`src/rtl/mem_io_ctrl.sv`:
```
// Memory/IO access sequencer: decodes MAR, services keyboard/display registers, times array accesses.
// Optional keyboard interrupt (KBSR[14] enable, kbd_int output) enabled by defining MEM_IO_KBD_INT_EN.
module mem_io_ctrl #(
  parameter int unsigned MEM_LATENCY = 3,
  parameter logic [15:0] KBSR_ADDR   = 16'hFE00,
  parameter logic [15:0] KBDR_ADDR   = 16'hFE02,
  parameter logic [15:0] DSR_ADDR    = 16'hFE04,
  parameter logic [15:0] DDR_ADDR    = 16'hFE06
) (
  input  logic        clk,
  input  logic        reset,
  input  logic        mio_en,
  input  logic        r_w,
  input  logic [15:0] mar,
  input  logic [15:0] mdr,
  output logic        mem_en,
  output logic        mem_we,
  output logic        in_mux_sel,
  output logic [15:0] dev_data,
  output logic        mem_ready,
  input  logic        kbd_valid,
  input  logic [7:0]  kbd_data,
  output logic        kbd_ack,
  output logic        disp_valid,
  output logic [7:0]  disp_data,
  input  logic        disp_ack,
  output logic        kbd_int
);

  typedef enum logic [1:0] {S_IDLE, S_WAIT, S_DONE} state_e;

  localparam logic [3:0] LAT_M1 = 4'(MEM_LATENCY - 1);

  function automatic logic is_dev(input logic [15:0] a);
    return (a == KBSR_ADDR) || (a == KBDR_ADDR) || (a == DSR_ADDR) || (a == DDR_ADDR);
  endfunction

  state_e      state_q, state_d;
  logic [15:0] addr_q, addr_d;
  logic        rw_q, rw_d;
  logic [3:0]  cnt_q, cnt_d;

  logic        kbsr15_q, dsr15_q, disp_valid_q, kbd_ack_q;
  logic [7:0]  kbdr_q, ddr_q;
  logic        kbsr14;
  logic        done, dev_acc, kbdr_rd_clr, ddr_wr, kbd_accept;

  // NOTE: sequential state uses non-blocking assignments so every register sees pre-edge values.
  always_ff @(posedge clk or negedge reset) begin
    if (!reset) begin
      state_q <= S_IDLE;
      addr_q  <= '0;
      rw_q    <= 1'b0;
      cnt_q   <= '0;
    end else begin
      state_q <= state_d;
      addr_q  <= addr_d;
      rw_q    <= rw_d;
      cnt_q   <= cnt_d;
    end
  end

  // NOTE: every always_comb output gets a default first so no path infers a latch.
  always_comb begin
    state_d = state_q;
    addr_d  = addr_q;
    rw_d    = rw_q;
    cnt_d   = cnt_q;
    unique case (state_q)
      S_IDLE: if (mio_en) begin
        addr_d = mar;
        rw_d   = r_w;
        if (is_dev(mar) || MEM_LATENCY == 1) begin
          state_d = S_DONE;
        end else begin
          state_d = S_WAIT;
          cnt_d   = LAT_M1;
        end
      end
      S_WAIT: begin
        cnt_d = cnt_q - 4'd1;
        if (cnt_q == 4'd1) state_d = S_DONE;
      end
      S_DONE:  state_d = S_IDLE;
      default: state_d = S_IDLE;
    endcase
  end

  always_comb begin
    done       = (state_q == S_DONE);
    dev_acc    = is_dev(addr_q);
    mem_en     = !dev_acc && (state_q == S_WAIT || done);
    mem_we     = done && !dev_acc && rw_q;
    in_mux_sel = done && dev_acc;
    mem_ready  = done;
    dev_data   = '0;
    if (done && dev_acc) begin
      if (addr_q == KBSR_ADDR)      dev_data = {kbsr15_q, kbsr14, 14'b0};
      else if (addr_q == KBDR_ADDR) dev_data = {8'b0, kbdr_q};
      else if (addr_q == DSR_ADDR)  dev_data = {dsr15_q, 15'b0};
    end
  end

  // Device side effects commit on the edge leaving DONE; a KBDR read-clear beats a new key.
  assign kbdr_rd_clr = done && !rw_q && (addr_q == KBDR_ADDR);
  assign ddr_wr      = done && rw_q && (addr_q == DDR_ADDR);
  assign kbd_accept  = kbd_valid && !kbsr15_q && !kbdr_rd_clr;

  always_ff @(posedge clk or negedge reset) begin
    if (!reset) begin
      kbsr15_q     <= 1'b0;
      kbdr_q       <= '0;
      kbd_ack_q    <= 1'b0;
      ddr_q        <= '0;
      dsr15_q      <= 1'b1;
      disp_valid_q <= 1'b0;
    end else begin
      kbd_ack_q <= kbd_accept;
      if (kbdr_rd_clr) begin
        kbsr15_q <= 1'b0;
      end else if (kbd_accept) begin
        kbsr15_q <= 1'b1;
        kbdr_q   <= kbd_data;
      end
      if (ddr_wr && dsr15_q) begin
        ddr_q        <= mdr[7:0];
        dsr15_q      <= 1'b0;
        disp_valid_q <= 1'b1;
      end else if (disp_ack && disp_valid_q) begin
        dsr15_q      <= 1'b1;
        disp_valid_q <= 1'b0;
      end
    end
  end

`ifdef MEM_IO_KBD_INT_EN
  logic kbsr14_q, kbd_int_q;
  logic kbsr_wr;
  assign kbsr_wr = done && rw_q && (addr_q == KBSR_ADDR);

  always_ff @(posedge clk or negedge reset) begin
    if (!reset) begin
      kbsr14_q  <= 1'b0;
      kbd_int_q <= 1'b0;
    end else begin
      if (kbsr_wr) kbsr14_q <= mdr[14];
      kbd_int_q <= kbsr15_q && kbsr14_q;
    end
  end

  assign kbsr14  = kbsr14_q;
  assign kbd_int = kbd_int_q;
`else
  assign kbsr14  = 1'b0;
  assign kbd_int = 1'b0;
`endif

  // Only the low byte of mdr (and bit 14 with the interrupt option) is architecturally used.
  logic unused_mdr;
  assign unused_mdr = ^mdr[15:8];

  assign kbd_ack    = kbd_ack_q;
  assign disp_valid = disp_valid_q;
  assign disp_data  = ddr_q;

endmodule

```
`config.mk`:
```
export PLATFORM = sky130hd
export DESIGN_NAME = mem_io_ctrl
export DESIGN_NICKNAME = d
export VERILOG_FILES = /design/src/rtl/mem_io_ctrl.sv
export SDC_FILE = /design/constraint.sdc
export NUM_CORES = 1
export LEC_CHECK = 0
export CAP_MARGIN = 10
export CORE_AREA = 2 2 92 59
export DETAILED_ROUTE_END_ITERATION = 12
export DIE_AREA = 0 0 94 61
export PLACE_DENSITY = 0.75
export SLEW_MARGIN = 25
export SYNTH_ARGS = -nofsm -noshare
export SYNTH_HDL_FRONTEND = slang
export SYNTH_SLANG_ARGS = --single-unit
```
`constraint.sdc`:
```
create_clock -name clk -period 2.92 [get_ports clk]
set_clock_uncertainty 0.1 [all_clocks]
set_input_delay 0.584 -clock clk [delete_from_list [all_inputs] [get_ports clk]]
set_output_delay 0.584 -clock clk [all_outputs]
set_load 0.03 [all_outputs]
```
# After elaboration in Yosys (flattened, before gate mapping)
# Index checks and enable logic that the tools add are counted.
# Widths: inputs -> output; s select.
dict set report totals {
  regBits 43
  out_inout_bits 31
}
dict set report op_classes {
  n_addsub 1
  n_eq_ne 14
  muxes 17
  bitwise_logic 1
  n_reduce_logical 31
}
# cell count
set op_table {}
lappend op_table {{$eq 16x16->1 const B} 8}
lappend op_table {{$mux 16} 4}
lappend op_table {{$logic_and 1x1->1} 12}
lappend op_table {{$mux 4} 2}
lappend op_table {{$pmux 4 s2} 1}
lappend op_table {{$logic_or 1x1->1} 7}
lappend op_table {{$mux 1} 6}
lappend op_table {{$mux 2} 3}
lappend op_table {{$ne 2x2->1 const B} 3}
lappend op_table {{$reduce_and 2->1} 3}
lappend op_table {{$reduce_bool 2->1} 3}
lappend op_table {{$eq 4x1->1 const B} 1}
lappend op_table {{$logic_not 1->1} 4}
lappend op_table {{$pmux 2 s2} 1}
lappend op_table {{$sub 4x1->4 const B} 1}
lappend op_table {{$reduce_and 3->1} 1}
lappend op_table {{$eq 2x1->1 const B} 1}
lappend op_table {{$eq 2x2->1 const B} 1}
lappend op_table {{$logic_not 2->1} 1}
lappend op_table {{$not 1->1} 1}

# Longest topological paths before layout
# Gate-level depths: netlist of run 1.
dict set report depth {
  ltp_word 7
  ltp_mapped 8
  ltp_nobuf 6
}

# Worst setup path after synthesis of run 1
# No wires, ideal clock.
dict set report synth_timing {
  path_type {reg-to-output}
  startpoint {register addr_q[3]}
  endpoint {output dev_data[0]}
  arrival_ns 2.247
  slack_ns -0.011
  stages_incl_launch_ff 6
  path_buffers 1
  path_cell_list {dfrtp_1 or4_4 or4_4 buf_6 nor3b_1 and2_1}
}
dict set report synth_via {
  elab_chain_cells 6
}
# item line
set synth_lines {}
lappend synth_lines {{from (decl)} 39} ;# logic [15:0] addr_q, addr_d;
lappend synth_lines {{from (signal assigned)} 57} ;# addr_q <= addr_d;
lappend synth_lines {{$eq 16x16->1 (on tied branches)} {35, 98, 99}}
lappend synth_lines {{$logic_or 1x1->1 (3 in a row)} 35} ;# return (a == KBSR_ADDR) || (a == KBDR_ADDR) || (a == DSR_ADDR) || (a == DDR_ADDR);
lappend synth_lines {{$logic_and 1x1->1} 97} ;# if (done && dev_acc) begin
lappend synth_lines {{$mux 16 (*)} 97}
lappend synth_lines {{to (decl)} 19} ;# output logic [15:0] dev_data,
# Every way passes the cells marked *; elsewhere a longest branch is shown, timed or not.

# Worst setup path after layout of run 1
dict set report layout_timing {
  startpoint {register addr_q[7]}
  endpoint {output dev_data[0]}
}
# Same word-level chain as after synthesis.

==> flow_metrics.tcl, run 1 <==
set metrics [dict create \
    vias 1456 \
    synth_top_area_share_pct 50.3 \
    cp-start-kind "register" \
    root_buffer "clkbuf_8" \
    worst_path_max_delay_cell "or4_4" \
    ant_nets 0 \
    coreArea_um2 4880 \
    worst_pin_slew_ps 540 \
    netlist_top_cells_area "dfrtp_1 50%, mux2_2 13%, mux2_4 5.8%, and2_1 3.0%, ha_1 3.0%" \
    wl_met1_um 2020 \
    yosysWarnings 0 \
    setup_viol 8 \
    die_w_um 94 \
    period_minus_slack_ps 2940 \
    cp.arrival_ps 2260 \
    p_per_area_nw_per_um2 687 \
    peakVddDrop_mv 0.408 \
    grt_overflow 0 \
    synth-seq-cells 43 \
    wl_met3_um 256 \
    drc 0 \
    drv_cap 0 \
    antenna_found_initial 0 \
    cp_data_required_time_ps 2240 \
    cp-startpoint "addr_q[7]" \
    area_delta_synth_final_pct 37.3 \
    place_congestion 0.765 \
    critPathKind "reg -> out" \
    cts_tree "yes" \
    grt_pass1_wl_um 6840 \
    syn_avg_cell_area_um2 12.7 \
    highest_layer "met4" \
    fmax_mhz 340 \
    rows 20 \
    maxSlewViolCount 0 \
    seq_area_um2 1080 \
    clock-sinks 43 \
    cp-endpoint "dev_data[0]" \
    ys_top_cells_by_count "42 x dfrtp_1, 25 x mux2_2, 10 x and2_1" \
    r2r_start "addr_q[7]" \
    hold_path_class "in -> async" \
    drt_iter0_markers 26 \
    drive_above_1_share_pct 32.5 \
    reg2reg_slack_ps 290 \
    post-route-util_pct 58.7 \
    antenna_cells 0 \
    start_util_pct 42.8 \
    grt_pass1_vias 1449 \
    final.period_utilization_pct 101 \
    synth_top_area_cell "dfrtp_1" \
    r2r-end "kbdr_q[6]" \
    synth_edf_count 0 \
    routed_wl_um 4080 \
    ys.flop_type "dfrtp_1" \
    cts.htree.levels 2 \
    pin_count 77 \
    crit_top_cell "or4_4" \
    numPortBuffers 60 \
    synth_most_common_cell "dfrtp_1" \
    clk_pin_slew_worst_paths_ps 80 \
    worstRegToRegCells 5 \
    cts_buffers 5 \
    drtPass1Iterations 4 \
    final_cell_area_um2 2870 \
    multi_input_comb_area_um2 938 \
    grt_use_total_pct 15.7 \
    avgViaCountPerCell 4.90 \
    violations "negative setup slack" \
    postCtsHoldBufs 0 \
    fillCellCount 428 \
    end_kind "output port" \
    tns_ps -113 \
    report.final.hold_viol_count 0 \
    yosysSeqAreaShare_pct 51.6 \
    critPathMaxStageDelay_ps 530 \
    yosysUniqueCellTypes 43 \
    dpl-instance-area_um2 2710 \
    synth_async_sr_flop_share_pct 100 \
    cts_buffer_depth 2 \
    insertion_delay_ps 300 \
    dieArea_um2 5730 \
    finalWorstSetupSlack_ps -20.0 \
    rsz0062_at_grt "yes" \
    route.detailed.wl_per_inst_um 13.7 \
    path_cells "or4_4 -> or4_4 -> nor3b_2 -> buf_4 -> and2_2 -> buf_6" \
    dpl.hpwl_um 3090 \
    grt_max_degree 44 \
    postSynthCellCount 165 \
    die_h_um 61 \
    slew-limit-headroom_pct 64.0 \
    cp_max_fo 8 \
    synth_area_um2 2090 \
    fin_nets 281 \
    dr_wl_met2_um 1750 \
    status "finished, violations left" \
    power_leakage_nw 1.28 \
]
-- sequential cells by signal, indices dropped and copies added, names as in the netlist --
name and count:
addr_q 16, cnt_q 4, disp_data 8, disp_valid 1, dsr15_q 1, kbd_ack 1
kbdr_q 8, kbsr15_q 1, rw_q 1, state_q 2
-- cell type report --
type / instances / area share, %
timing repair buffer: 64 / 21.8
multi-input combinational: 108 / 32.7
clock inverter: 3 / 1.53
clock buffer: 5 / 2.40
sequential: 43 / 37.6
tap: 66 / 2.88
inverter: 8 / 1.05
-- layer usage --
layer | up-vias | track usage [%]
li1 | 707 | -
met2 | 42 | 23.6
met1 | 699 | 21.8
met5 | - | 0
met3 | 8 | 4.97
met4 | 0 | 5.59
-- layout by cell type, fill, tap and decap left out, types with 3 or more instances in the layout --
cell             Yosys  layout
dfrtp_1             42      42
mux2_2              25      25
clkdlybuf4s50_1      0      47
o21ai_0              3       3
clkbuf_8             0       5
buf_4                8       8
mux2_4               8       8
buf_6                2       8
nand2b_1             6       6
and2_2               0       6
and2_4               0       3
conb_1               1       8
nand2_1              5       5
inv_1                8       8
ha_1                 5       5
-- power by group --
| part | switching (W) | leakage [nW] | internal, W | total [W] |
|---|---|---|---|---|
| Sequential | 0.000115 | 0.533 | 0.000760 | 0.000876 |
| Clock | 0.000208 | 0.0581 | 0.000255 | 0.000463 |
| Combinational | 0.000289 | 0.684 | 0.000343 | 0.000631 |
-- cells by family after synthesis --
family	count (synthesis)	share of synthesized area, %
adders and majority gates	5	3.00
AOI/OAI and AO/OA	17	6.11
DFF	43	51.6
buffers and inverters	21	5.93
muxes	34	19.7
and+or+nand+nor	44	13.5
other	1	0.180
-- worst max-delay path: cells and delay by family (launching register included) --
kind	cells	cell delay, ps
flip-flops	1	380
AND/OR/NAND/NOR	4	1280
buffers and inverters	2	290
-- per-stage QoR --
step	setup WS [ps]	power (W)	hold WS, ps	cells
3_5_place_dp	-47.8	0.00151	383	288
5_1_grt	-116	0.00211	187	297
2_1_floorplan	44.7	0.00131	188	172
6_report	-20.0	0.00197	157	297
4_1_cts	-32.3	0.00198	353	297
3_3_place_gp	-45.6	0.00149	384	288
-- timing repair --
item | 4_1_cts | 5_1_grt
hold endpoints to repair | 0 | 0
buffers inserted | 1 | 0
endpoints found under the setup margin | 10 | 12
resized for setup | 18 | 7
pin swaps | 4 | 0
-- how the worst min path moves through the flow --
stage                              end  cells past startpoint
after global routing      disp_data[0]                      1
after global placement       addr_q[0]                      1
after floorplan              addr_q[0]                      0
final                     disp_data[0]                      1
after detailed placement     kbdr_q[2]                      1
after CTS                 disp_data[7]                      1
Power figures use the tool's default switching activity.
==> run 2, diff against run 1 <==
--- a/config.mk
+++ b/config.mk
@@ -9,7 +9,7 @@
 export CORE_AREA = 2 2 92 59
 export DETAILED_ROUTE_END_ITERATION = 12
 export DIE_AREA = 0 0 94 61
-export PLACE_DENSITY = 0.75
+export PLACE_DENSITY_LB_ADDON = 0.08
 export SLEW_MARGIN = 25
 export SYNTH_ARGS = -nofsm -noshare
 export SYNTH_HDL_FRONTEND = slang
==> constraint.sdc (replaced) <==
create_clock -name clk -period 2.92 [get_ports clk]
set_clock_uncertainty 0.1 [all_clocks]
set_input_delay 0.584 -clock clk [delete_from_list [all_inputs] [get_ports clk]]
set_output_delay 0.584 -clock clk [all_outputs]
set_load 0.1 [all_outputs]
==> run 2 against run 1 <==
Effect of this change: the flow still finishes with violations (negative setup slack); non-clock buffer count up 1; sequential share of layout area is 2.0 points lower; routed wire length increased by 8.7%; global-route usage is 1.4 points higher; clock power increased by 17%; critical endpoint unchanged; largest cell class unchanged.
==> flow_metrics.tcl, run 2 (synthesis results as in run 1) <==
set metrics [dict create \
    drive_above_1_share_pct 38.4 \
    hold_path_class "in -> async" \
    critPathKind "reg -> out" \
    r2r_start "addr_q[3]" \
    tns_ps -1080 \
    area_delta_synth_final_pct 44.8 \
    whs_ps 157 \
    rsz0062_at_grt "yes" \
    routed_wl_um 4430 \
    status "finished, violations left" \
    drtPass1Iterations 4 \
    finalWorstSetupSlack_ps -127 \
    ant_nets 0 \
    critPathMaxStageDelay_ps 550 \
    grt_use_total_pct 17.1 \
    drt_iter0_markers 32 \
    grt_pass1_wl_um 7310 \
    drv_cap 0 \
    end_kind "output port" \
    crit_buf_inv 2 \
    route.detailed.wl_per_inst_um 14.9 \
    fin_nets 282 \
    start_util_pct 42.8 \
    dpl.hpwl_um 3450 \
    largest-register "addr_q" \
    grt_overflow 0 \
    path_cells "or4_4 -> or4_4 -> nor3b_2 -> buf_4 -> and2_4 -> buf_12" \
    fmax_mhz 328 \
    p_per_area_nw_per_um2 750 \
    cp.arrival_ps 2360 \
    maxSlewViolCount 0 \
    period_minus_slack_ps 3050 \
    worstRegToRegCells 6 \
    vias 1484 \
    cts_buffer_depth 2 \
    grt_pass1_vias 1603 \
    clk_pin_slew_worst_paths_ps 70 \
    report.final.hold_viol_count 0 \
    die_w_um 94 \
    die_h_um 61 \
    mostFrequentLayoutCells "42 x dfrtp_1, 36 x clkdlybuf4s50_1, 25 x mux2_2" \
    coreArea_um2 4880 \
    cp_data_required_time_ps 2240 \
    rows 20 \
    antenna_found_initial 0 \
    root_buffer "clkbuf_8" \
    avgViaCountPerCell 4.98 \
    worst_path_max_delay_cell "or4_4" \
    cp.depth 6 \
    insertion_delay_ps 300 \
    crit_top_cell "or4_4" \
    fin_cells 298 \
    place_congestion 0.734 \
    slew-limit-headroom_pct 62.9 \
    cts_buffers 5 \
    cts.htree.levels 2 \
    pin_count 77 \
    drc 0 \
    grt_max_degree 44 \
    final.period_utilization_pct 104 \
    dp.cells 289 \
    path_delay_family "simple AND/OR/NAND/NOR gates" \
    r2r-end "kbdr_q[7]" \
    cp_max_fo 8 \
    setup_viol 10 \
    antenna_cells 0 \
    violations "negative setup slack" \
    largest_reg_flops 16 \
    final_common_cell "dfrtp_1" \
    power_leakage_nw 1.34 \
    worst_pin_slew_ps 556 \
    numPortBuffers 60 \
    dieArea_um2 5730 \
    reg2reg_slack_ps 160 \
    peakVddDrop_mv 0.351 \
    cts_tree "yes" \
    clock-sinks 43 \
    cp-start-kind "register" \
]
-- run 2: what timing repair did --
item                                    in CTS  in global routing
gates resized for setup                      2                  2
hold buffers                                 0                  0
pin swaps                                    9                  2
endpoints found under the setup margin      11                 11
setup buffers                                0                  1
-- run 2: worst register-to-register path, stage by stage (launching register included) --
cell and delay (ps):
dfrtp_1 380, or4_4 550, or4_4 450, buf_4 150
buf_6 120, o311a_1 530, mux2_4 370
-- run 2: how the worst max path moves through the flow --
stage / start / end / slack, ps
2_1_floorplan: addr_q[3] / dev_data[15] / -60
3_3_place_gp: addr_q[3] / dev_data[5] / 130
3_5_place_dp: addr_q[3] / dev_data[0] / 110
4_1_cts: addr_q[3] / dev_data[0] / -160
5_1_grt: addr_q[3] / dev_data[0] / -230
6_report: addr_q[3] / dev_data[0] / -130
-- run 2: metrics by stage --
| stage | utilization, % | cell area, um^2 | total power, W | setup slack (ps) |
|---|---|---|---|---|
| floorplan | - | 2160 | 0.00148 | -64.3 |
| global placement | 58.8 | 2870 | 0.00169 | 135 |
| detailed placement | 58.8 | 2870 | 0.00173 | 108 |
| CTS | 61.7 | 3010 | 0.00230 | -159 |
| global route | 62.0 | 3020 | 0.00239 | -229 |
| finish | 62.0 | 3020 | 0.00227 | -127 |
-- run 2: power by group --
group / internal [W] / leakage, nW / switching [W]
sequential: 0.000760 / 0.533 / 0.000121
clock: 0.000342 / 0.0654 / 0.000198
combinational: 0.000392 / 0.742 / 0.000455
total: 0.00149 / 1.34 / 0.000774
-- run 2: layout make-up --
cell class | instances | area, um^2
fillers | 403 | 1860
flip-flops and latches | 43 | 1080
multi-input cells | 108 | 970
repair buffers | 65 | 732
well taps | 66 | 82.6
clock buffers | 6 | 72.6
clock inverters | 2 | 60.1
inverters | 8 | 30.0
-- run 2: layer usage --
metal  global-route usage [%]  up-vias  wire length (um)  share of wire (%)
li1                         -      703                 -                  -
met1                     21.8      726              1990                 45
met2                     28.4       50              2070                 47
met3                     4.35        5               314                7.1
met4                     7.45        0                61                1.4
met5                        0        -                 0                  0
